<file path="src/rtl/moore_rr_arbiter_pkg.sv">
// Shared types and helpers for the Moore round-robin arbiter.
package moore_rr_arbiter_pkg;

    typedef enum logic [1:0] {
        ST_IDLE  = 2'd0,
        ST_GRANT = 2'd1,
        ST_GAP   = 2'd2
    } arb_state_e;

    function automatic int wrap_inc(input int v, input int n);
        return (v + 1 >= n) ? 0 : v + 1;
    endfunction

endpackage

</file>
<file path="src/rtl/moore_rr_arbiter_if.sv">
// Request/grant bundle between N requesters and the arbiter.
interface moore_rr_arbiter_if #(
    parameter int N = 4
);
    localparam int ID_W = $clog2(N);

    logic [N-1:0]    req;
    logic [N-1:0]    grant;
    logic            busy;
    logic [ID_W-1:0] owner_id;
    logic            timeout;

    modport master (output req, input grant, busy, owner_id, timeout);
    modport slave  (input req, output grant, busy, owner_id, timeout);

endinterface

</file>
<file path="src/rtl/moore_rr_arbiter_pick.sv">
// Combinational round-robin pick: first set bit at or after ptr, wrapping mod N.
module rr_priority_pick #(
    parameter  int N    = 4,
    localparam int ID_W = $clog2(N)
) (
    input  logic [N-1:0]    req,
    input  logic [ID_W-1:0] ptr,
    output logic            found,
    output logic [ID_W-1:0] idx
);
    localparam logic [ID_W:0] NV = (ID_W+1)'(N);

    logic [2*N-1:0] dbl;
    logic [N-1:0]   rot;
    logic [ID_W-1:0] off;
    logic [ID_W:0]   sum;

    always_comb begin
        dbl   = {req, req} >> ptr;
        rot   = dbl[N-1:0];
        found = 1'b0;
        off   = '0;
        // descending scan so the lowest rotated position wins
        for (int i = N-1; i >= 0; i--) begin
            if (rot[i]) begin
                found = 1'b1;
                off   = ID_W'(i);
            end
        end
        sum = {1'b0, off} + {1'b0, ptr};
        if (sum >= NV) sum = sum - NV;
        idx = sum[ID_W-1:0];
    end

endmodule

</file>
<file path="src/rtl/moore_rr_arbiter.sv">
// Moore round-robin arbiter: registered grant with bounded hold and a turnaround gap.
module moore_rr_arbiter
    import moore_rr_arbiter_pkg::*;
#(
    parameter int N        = 4,
    parameter int MAX_HOLD = 16,
    parameter int GAP_CYC  = 1
) (
    input logic               clk,
    input logic               areset,
    moore_rr_arbiter_if.slave arb
);
    localparam int ID_W = $clog2(N);
    localparam int HW   = $clog2(MAX_HOLD + 1);
    localparam int GW   = $clog2(GAP_CYC + 1);

    arb_state_e      state_q, state_d;
    logic [ID_W-1:0] rr_ptr, owner_q, pick_idx;
    logic [HW-1:0]   hold_cnt;
    logic [GW-1:0]   gap_cnt;
    logic [N-1:0]    grant_q;
    logic            busy_q, timeout_q, pick_found;

    rr_priority_pick #(.N(N)) u_pick (
        .req   (arb.req),
        .ptr   (rr_ptr),
        .found (pick_found),
        .idx   (pick_idx)
    );

    always_comb begin
        state_d = state_q;
        case (state_q)
            ST_IDLE:  if (pick_found) state_d = ST_GRANT;
            ST_GRANT: if (!arb.req[owner_q] || hold_cnt == HW'(MAX_HOLD)) state_d = ST_GAP;
            ST_GAP:   if (gap_cnt == GW'(GAP_CYC)) state_d = ST_IDLE;
            default:  state_d = ST_IDLE;
        endcase
    end

    always_ff @(posedge clk or posedge areset) begin
        if (areset) begin
            state_q   <= ST_IDLE;
            rr_ptr    <= '0;
            owner_q   <= '0;
            hold_cnt  <= '0;
            gap_cnt   <= '0;
            grant_q   <= '0;
            busy_q    <= 1'b0;
            timeout_q <= 1'b0;
        end else begin
            state_q   <= state_d;
            timeout_q <= 1'b0;
            case (state_q)
                ST_IDLE: if (pick_found) begin
                    owner_q  <= pick_idx;
                    grant_q  <= {{(N-1){1'b0}}, 1'b1} << pick_idx;
                    busy_q   <= 1'b1;
                    hold_cnt <= HW'(1);
                end
                ST_GRANT: if (state_d == ST_GAP) begin
                    grant_q   <= '0;
                    busy_q    <= 1'b0;
                    rr_ptr    <= ID_W'(wrap_inc(int'(owner_q), N));
                    gap_cnt   <= GW'(1);
                    // a still-requesting owner leaving GRANT can only mean hold expiry
                    timeout_q <= arb.req[owner_q];
                end else begin
                    hold_cnt <= hold_cnt + HW'(1);
                end
                ST_GAP: if (state_d == ST_GAP) gap_cnt <= gap_cnt + GW'(1);
                default: begin
                    grant_q <= '0;
                    busy_q  <= 1'b0;
                end
            endcase
        end
    end

    assign arb.grant    = grant_q;
    assign arb.busy     = busy_q;
    assign arb.owner_id = owner_q;
    assign arb.timeout  = timeout_q;

endmodule

</file>
<file path="src/flat_wrapper.sv">
// flat-port wrapper written by rule: the top's interface ports become plain ports
module moore_rr_arbiter_flat import moore_rr_arbiter_pkg::*;
#(
    parameter int N        = 4,
    parameter int MAX_HOLD = 16,
    parameter int GAP_CYC  = 1
)
  (clk, areset, arb_req, arb_grant, arb_busy, arb_owner_id, arb_timeout);
  moore_rr_arbiter_if #(.N(N)) arb_i ();
  input logic clk;
  input logic areset;
  input wire logic [$bits(arb_i.req)-1:0] arb_req;
  output wire logic [$bits(arb_i.grant)-1:0] arb_grant;
  output wire logic [$bits(arb_i.busy)-1:0] arb_busy;
  output wire logic [$bits(arb_i.owner_id)-1:0] arb_owner_id;
  output wire logic [$bits(arb_i.timeout)-1:0] arb_timeout;
  assign arb_i.req = arb_req;
  assign arb_grant = arb_i.grant;
  assign arb_busy = arb_i.busy;
  assign arb_owner_id = arb_i.owner_id;
  assign arb_timeout = arb_i.timeout;
  moore_rr_arbiter #(.N(N), .MAX_HOLD(MAX_HOLD), .GAP_CYC(GAP_CYC)) u_core (.clk(clk), .areset(areset), .arb(arb_i));
endmodule
</file>
<file path="config.mk">
export PLATFORM = sky130hd
export DESIGN_NAME = moore_rr_arbiter_flat
export DESIGN_NICKNAME = d
export VERILOG_FILES = /design/src/rtl/moore_rr_arbiter_pkg.sv /design/src/rtl/moore_rr_arbiter_if.sv /design/src/rtl/moore_rr_arbiter_pick.sv /design/src/rtl/moore_rr_arbiter.sv /design/src/flat_wrapper.sv
export SDC_FILE = /design/constraint.sdc
export NUM_CORES = 1
export LEC_CHECK = 0
export CAP_MARGIN = 30
export CORE_MARGIN = 10
export CORE_UTILIZATION = 30
export DETAILED_ROUTE_END_ITERATION = 6
export PLACE_DENSITY = 0.57
export SETUP_SLACK_MARGIN = 0.02
export SLEW_MARGIN = 20
export SYNTH_ARGS = -nofsm -noshare
export SYNTH_HDL_FRONTEND = slang
export SYNTH_HIERARCHICAL = 1
export SYNTH_SLANG_ARGS = --single-unit
</file>
<file path="constraint.sdc">
create_clock -name clk -period 3.15 [get_ports clk]
set_clock_uncertainty 0.1 [all_clocks]
set_input_delay 0.63 -clock clk [delete_from_list [all_inputs] [get_ports clk]]
set_output_delay 0.63 -clock clk [all_outputs]
set_load 0.03 [all_outputs]
</file>
==> flow_summary.json, run 1 <==
{
  "outcome": "completed",
  "synthFlopType": "dfrtp_1",
  "grt_most_used_layer": "met2",
  "path_cells": "clkdlybuf4s50_1 -> nand2b_1 -> a2bb2oi_1 -> o211ai_1 -> o21a_1 -> ha_1 -> xnor2_1 -> xnor2_1 -> nor3b_1 -> a21oi_1 -> o2bb2ai_1",
  "die_height_um": 80.3,
  "worstPathArrival_ns": 2.88,
  "firstDrtPassIters": 4,
  "ios": 14,
  "grt_max_degree": 19,
  "crit_required_ns": 3.28,
  "via_per_inst": 5.00,
  "worstSkewPairLatency_ns": 0.29,
  "finalSetupTns_ns": 0,
  "synth_seq_cells": 18,
  "grt_pass1_wl_um": 4230,
  "vias": 825,
  "cts.sinks": 18,
  "io_buffers": 13,
  "setup_violations": 0,
  "holdCritPathClass": "flip-flop to flip-flop",
  "drc_errors": 0,
  "drive_above_1_share_pct": 16.8,
  "maxClockFrequency_ghz": 0.363,
  "layout.cell_area.non_filler_um2": 1320,
  "final_util_pct": 38.8,
  "power.leakage_nw": 0.537,
  "drt_first_iter_violations": 38,
  "path_clk_slew_ns": 0.11,
  "rows": 21,
  "core_um2": 3420,
  "dp_hpwl_um": 1760,
  "syn_to_final_growth_pct": 21.2,
  "use_met3_pct": 2.23,
  "fillers": 354,
  "postSynth.asyncResetShare_pct": 100,
  "cp_common_cell": "xnor2_1",
  "fp.dieW_um": 80.3,
  "nets": 130,
  "ir_drop_uv": 374,
  "syn_inst": 102,
  "hold_viol": 0,
  "die_area_um2": 6450,
  "cts_resized": 0,
  "critical-path-max-stage-delay_ns": 0.61,
  "gp_congestion": 0.733,
  "ff_latch_area_um2": 450,
  "wirelength_um": 2330,
  "power.total_mw": 1.24,
  "wl_per_cell_um": 14.1,
  "met1_usage_pct": 9.99,
  "cp.buffers_inverters": 1,
  "post-route-period-util_pct": 87.4,
  "cts_tree": "built",
  "final_cell_mix": "18 x dfrtp_1, 13 x clkdlybuf4s50_1, 6 x a21oi_1, 6 x mux2_2, 6 x nand2_1",
  "crit_path_max_fanout": 8,
  "grt_overflow_total": 0,
  "ys_types": 37,
  "cts.hold.buffers_added": 0,
  "power_density_nw_per_um2": 935,
  "critPathLaunchType": "input port",
  "path_class": "input port to flip-flop",
  "place_area_um2": 1290,
  "post_cts_buffers": 0,
  "multi_input_area_um2": 616,
  "clockBufferDepth": 2,
  "fin_cells": 165,
  "ant_nets": 0,
  "slew_violations": 0,
  "grt_usage_pct": 8.12,
  "cap_violations": 0,
  "period_minus_slack_ns": 2.75,
  "synth_nets": 112,
  "syn_area_um2": 1090,
  "use_met2_pct": 12.8,
  "numCtsBuffers": 3,
  "tightest_slew_ns": 0.688,
  "ys.warnings.count": 6,
  "final_common_cell": "dfrtp_1",
  "avgSynthCellArea_um2": 10.7,
  "diodes": 0,
  "antenna_found_initial": 0,
  "initial_core_util_pct": 32.0,
  "path_delay_family": "compound AO/OA/AOI/OAI gates",
  "grt_pass1_vias": 883,
  "yosysSeqAreaShare_pct": 41.2,
  "h-tree-depth": 1,
  "root_buffer": "clkbuf_4",
  "critPathCaptureType": "flip-flop",
  "grt_setup_unrepaired": "no",
  "slew_headroom_pct": 54.1,
  "dpl.cell_count": 161,
  "crit_slowest_cell": "clkdlybuf4s50_1",
  "synth-edff-count": 0
}
-- power breakdown --
| group | total [mW] | leakage [nW] | switching (mW) | internal, mW |
|---|---|---|---|---|
| Sequential | 0.425 | 0.225 | 0.111 | 0.313 |
| Combinational | 0.668 | 0.291 | 0.349 | 0.320 |
| Clock | 0.145 | 0.0210 | 0.0750 | 0.0704 |
-- worst register-to-register path: stages (launching register included) --
cell	delay, ns
dfrtp_1	0.47
nand2b_1	0.21
a2bb2oi_1	0.20
o211ai_1	0.10
o21a_1	0.13
ha_1	0.19
xnor2_1	0.13
xnor2_1	0.32
nor3b_1	0.23
a21oi_1	0.06
o2bb2ai_1	0.13
-- cell families (layout without fill, tap and decap cells) --
group	count (synthesis)	after routing	share of synthesized area, %
AND/OR/NAND/NOR	37	37	21.4
AO/OA/AOI/OAI	24	24	17.3
adder cells (fa/ha/maj)	4	4	4.58
multiplexers	10	10	11.5
flip-flops	18	18	41.2
buffers and inverters	7	24	2.41
XOR/XNOR	2	2	1.60
-- area by class of cell --
cell class                      instances  share of cell area (%)
Clock buffer                            4                    2.74
Inverter                                5                    1.42
Multi-Input combinational cell         77                    46.5
Sequential cell                        18                    34.0
Tap cell                               46                    4.35
Timing Repair Buffer                   15                    11.0
-- registers in the layout, indices dropped and copies added, names as in the netlist --
register             count
u_core/arb.grant         4
u_core/arb.owner_id      2
u_core/gap_cnt           1
u_core/arb.busy          1
u_core/state_q           2
u_core/hold_cnt          5
u_core/rr_ptr            2
u_core/arb.timeout       1
-- worst paths after layout --
kind	startpoint	to	slack, ns	cells after the start
worst max register to register	u_core/rr_ptr[1]	u_core/arb.grant[2]	0.80	10
max in group asynchronous	areset	u_core/gap_cnt	1.89	2
worst min-delay path	u_core/gap_cnt	u_core/state_q[1]	0.37	1
worst min register to register	u_core/gap_cnt	u_core/state_q[1]	0.37	1
worst max-delay path	arb_req[1]	u_core/arb.grant[2]	0.40	11
min in group asynchronous	areset	u_core/arb.busy	0.62	2
-- cell usage after synthesis (all sizes together) (3+ instances only) --
cell	number	area, um2
nand3	5	47.6
ha	4	50.1
nor3	3	15.0
o221ai	3	26.3
nor2	5	18.8
a21oi	6	30.0
o2bb2ai	4	35.0
nand2	6	22.5
dfrtp	18	450
nand2b	5	31.3
mux2	7	82.6
inv	5	18.8
-- routing by layer --
metal  vias up  routed length [um]  share of wire, %
met5         -                   0                 0
li1        412                   -                 -
met1       402                1110                48
met2         9                1130                48
met4         0                  12              0.52
met3         2                  74               3.2
-- through the flow --
step,hold WS [ns],worst slack [ns]
after floorplan,0.322,0.911
after global placement,0.341,0.250
after detailed placement,0.351,0.113
after CTS,0.372,0.410
after global routing,0.395,0.171
final,0.366,0.395
Power figures use the tool's default switching activity.
==> inputs of run 2 (changes only) <==
--- a/config.mk
+++ b/config.mk
@@ -6,10 +6,12 @@
 export NUM_CORES = 1
 export LEC_CHECK = 0
 export CAP_MARGIN = 30
+export CELL_PAD_IN_SITES_DETAIL_PLACEMENT = 0
+export CELL_PAD_IN_SITES_GLOBAL_PLACEMENT = 1
 export CORE_MARGIN = 10
 export CORE_UTILIZATION = 30
 export DETAILED_ROUTE_END_ITERATION = 6
-export PLACE_DENSITY = 0.57
+export PLACE_DENSITY = 0.66
 export SETUP_SLACK_MARGIN = 0.02
 export SLEW_MARGIN = 20
 export SYNTH_ARGS = -nofsm -noshare
==> flow_summary.json, run 2 (synthesized netlist as in run 1, its figures left out) <==
{
  "outcome": "completed",
  "setup_ws_ns": 0.477,
  "path_clk_slew_ns": 0.11,
  "critical-path-max-stage-delay_ns": 0.51,
  "io_buffers": 13,
  "crit_path_max_fanout": 6,
  "path_class": "input port to flip-flop",
  "cp_common_cell": "xnor2_1",
  "rows": 21,
  "p_switching_uw": 532,
  "h-tree-depth": 1,
  "grt_usage_pct": 7.84,
  "fin_cells": 165,
  "drive_above_1_share_pct": 16.8,
  "ant_nets": 0,
  "nets": 130,
  "grt_setup_unrepaired": "no",
  "clockBufferDepth": 2,
  "firstDrtPassIters": 3,
  "wirelength_um": 2310,
  "r2r_end": "u_core/arb.grant[2]",
  "place_worst_setup_slack_ns": 0.191,
  "fp.dieW_um": 80.3,
  "power_density_nw_per_um2": 933,
  "final_common_cell": "dfrtp_1",
  "slew_headroom_pct": 52.9,
  "vias": 849,
  "setup_violations": 0,
  "cts.sinks": 18,
  "critPathLaunchType": "input port",
  "post-route-period-util_pct": 84.9,
  "die_area_um2": 6450,
  "antenna_found_initial": 0,
  "post_cts_buffers": 0,
  "holdCritPathClass": "flip-flop to flip-flop",
  "via_per_inst": 5.15,
  "combPwrFrac_pct": 54.0,
  "worstSkewPairLatency_ns": 0.29,
  "drt_first_iter_violations": 45,
  "syn_to_final_growth_pct": 21.2,
  "largest_reg_flops": 5,
  "initial_core_util_pct": 32.0,
  "p_int_uw": 703,
  "crit_slowest_cell": "clkdlybuf4s50_1",
  "hold_viol": 0,
  "seq_power_share_pct": 34.5,
  "regMostFlops": "u_core/hold_cnt",
  "period_minus_slack_ns": 2.67,
  "switching_share_pct": 43.1,
  "r2r_cells": 10,
  "cts_tree": "built",
  "reg2reg_from": "u_core/rr_ptr[1]",
  "grt_overflow_total": 0,
  "tightest_slew_ns": 0.705,
  "core_um2": 3420,
  "dp_hpwl_um": 1760,
  "cts_resized": 0,
  "grt_pass1_wl_um": 4130,
  "ios": 14,
  "die_height_um": 80.3,
  "grt_max_degree": 19,
  "root_buffer": "clkbuf_4",
  "finalSetupTns_ns": 0,
  "ir_drop_uv": 327,
  "diodes": 0,
  "cap_violations": 0,
  "maxClockFrequency_ghz": 0.374,
  "worstPathArrival_ns": 2.79,
  "crit_start": "arb_req[2]",
  "wl_per_cell_um": 14.0,
  "cts.hold.buffers_added": 0,
  "r2r_slack_ns": 0.89,
  "drc_errors": 0,
  "clkPwrFrac_pct": 11.5,
  "dpl.cell_count": 161,
  "path_cells": "clkdlybuf4s50_1 -> inv_1 -> a2bb2oi_1 -> o211ai_1 -> o21a_1 -> ha_1 -> xnor2_1 -> xnor2_1 -> nor3b_1 -> a21oi_1 -> o2bb2ai_1",
  "gp_congestion": 0.707,
  "crit_path_end": "u_core/arb.grant[2]",
  "power.leakage_nw": 0.537,
  "final_cell_mix": "18 x dfrtp_1, 13 x clkdlybuf4s50_1, 6 x a21oi_1, 6 x mux2_2, 6 x nand2_1",
  "crit_required_ns": 3.27,
  "numCtsBuffers": 3,
  "critPathCaptureType": "flip-flop",
  "slew_violations": 0,
  "grt_pass1_vias": 841
}
run 2: how the worst min path moves through the flow:
stage / to / from / cells after the start / slack, ns
after floorplan: u_core/state_q[1] / u_core/gap_cnt / 1 / 0.32
after global placement: u_core/state_q[1] / u_core/gap_cnt / 1 / 0.33
after detailed placement: u_core/state_q[1] / u_core/gap_cnt / 1 / 0.33
after CTS: u_core/state_q[1] / u_core/gap_cnt / 1 / 0.35
after global routing: u_core/state_q[1] / u_core/gap_cnt / 1 / 0.37
final: u_core/state_q[1] / u_core/gap_cnt / 1 / 0.36
run 2: final cells by class:
cell class | instances | area (um2)
fillers | 352 | 2090
clock buffers | 4 | 36.3
flip-flops and latches | 18 | 450
multi-input cells | 77 | 616
well taps | 46 | 57.6
repair buffers | 15 | 145
inverters | 5 | 18.8
run 2: worst max-delay path, delay by kind of cell:
kind	cells	cell delay (ns)
compound gates	5	0.58
simple gates	1	0.23
buf+inv	2	0.71
fa+ha+maj	1	0.19
xor+xnor	2	0.45
run 2: metal layers:
metal / routed length, um / part of all wire, % / track usage, % / vias to the layer above
met5: 0 / 0 / 0 / -
met4: 14 / 0.61 / 2.64 / 0
met3: 73 / 3.2 / 1.45 / 2
met2: 1110 / 48 / 12.7 / 10
met1: 1110 / 48 / 10.1 / 419
li1: - / - / - / 418
run 2: per-stage QoR:
step / total power, mW / hold slack, ns / cell area (um2) / utilization [%]
final: 1.23 / 0.356 / 1320 / 38.8
after global routing: 1.35 / 0.371 / 1320 / 38.8
after CTS: 1.25 / 0.353 / 1320 / 38.8
after detailed placement: 1.11 / 0.335 / 1290 / 37.7
after global placement: 1.09 / 0.332 / 1290 / 37.7
after floorplan: 0.911 / 0.322 / 1090 / -
run 2: power groups by stage:
stage,logic [mW],clock network (mW),registers [mW]
6_report,0.667,0.142,0.425
4_1_cts,0.676,0.147,0.428
5_1_grt,0.739,0.162,0.446
2_1_floorplan,0.446,0,0.464
3_5_place_dp,0.673,0,0.433
3_3_place_gp,0.666,0,0.429
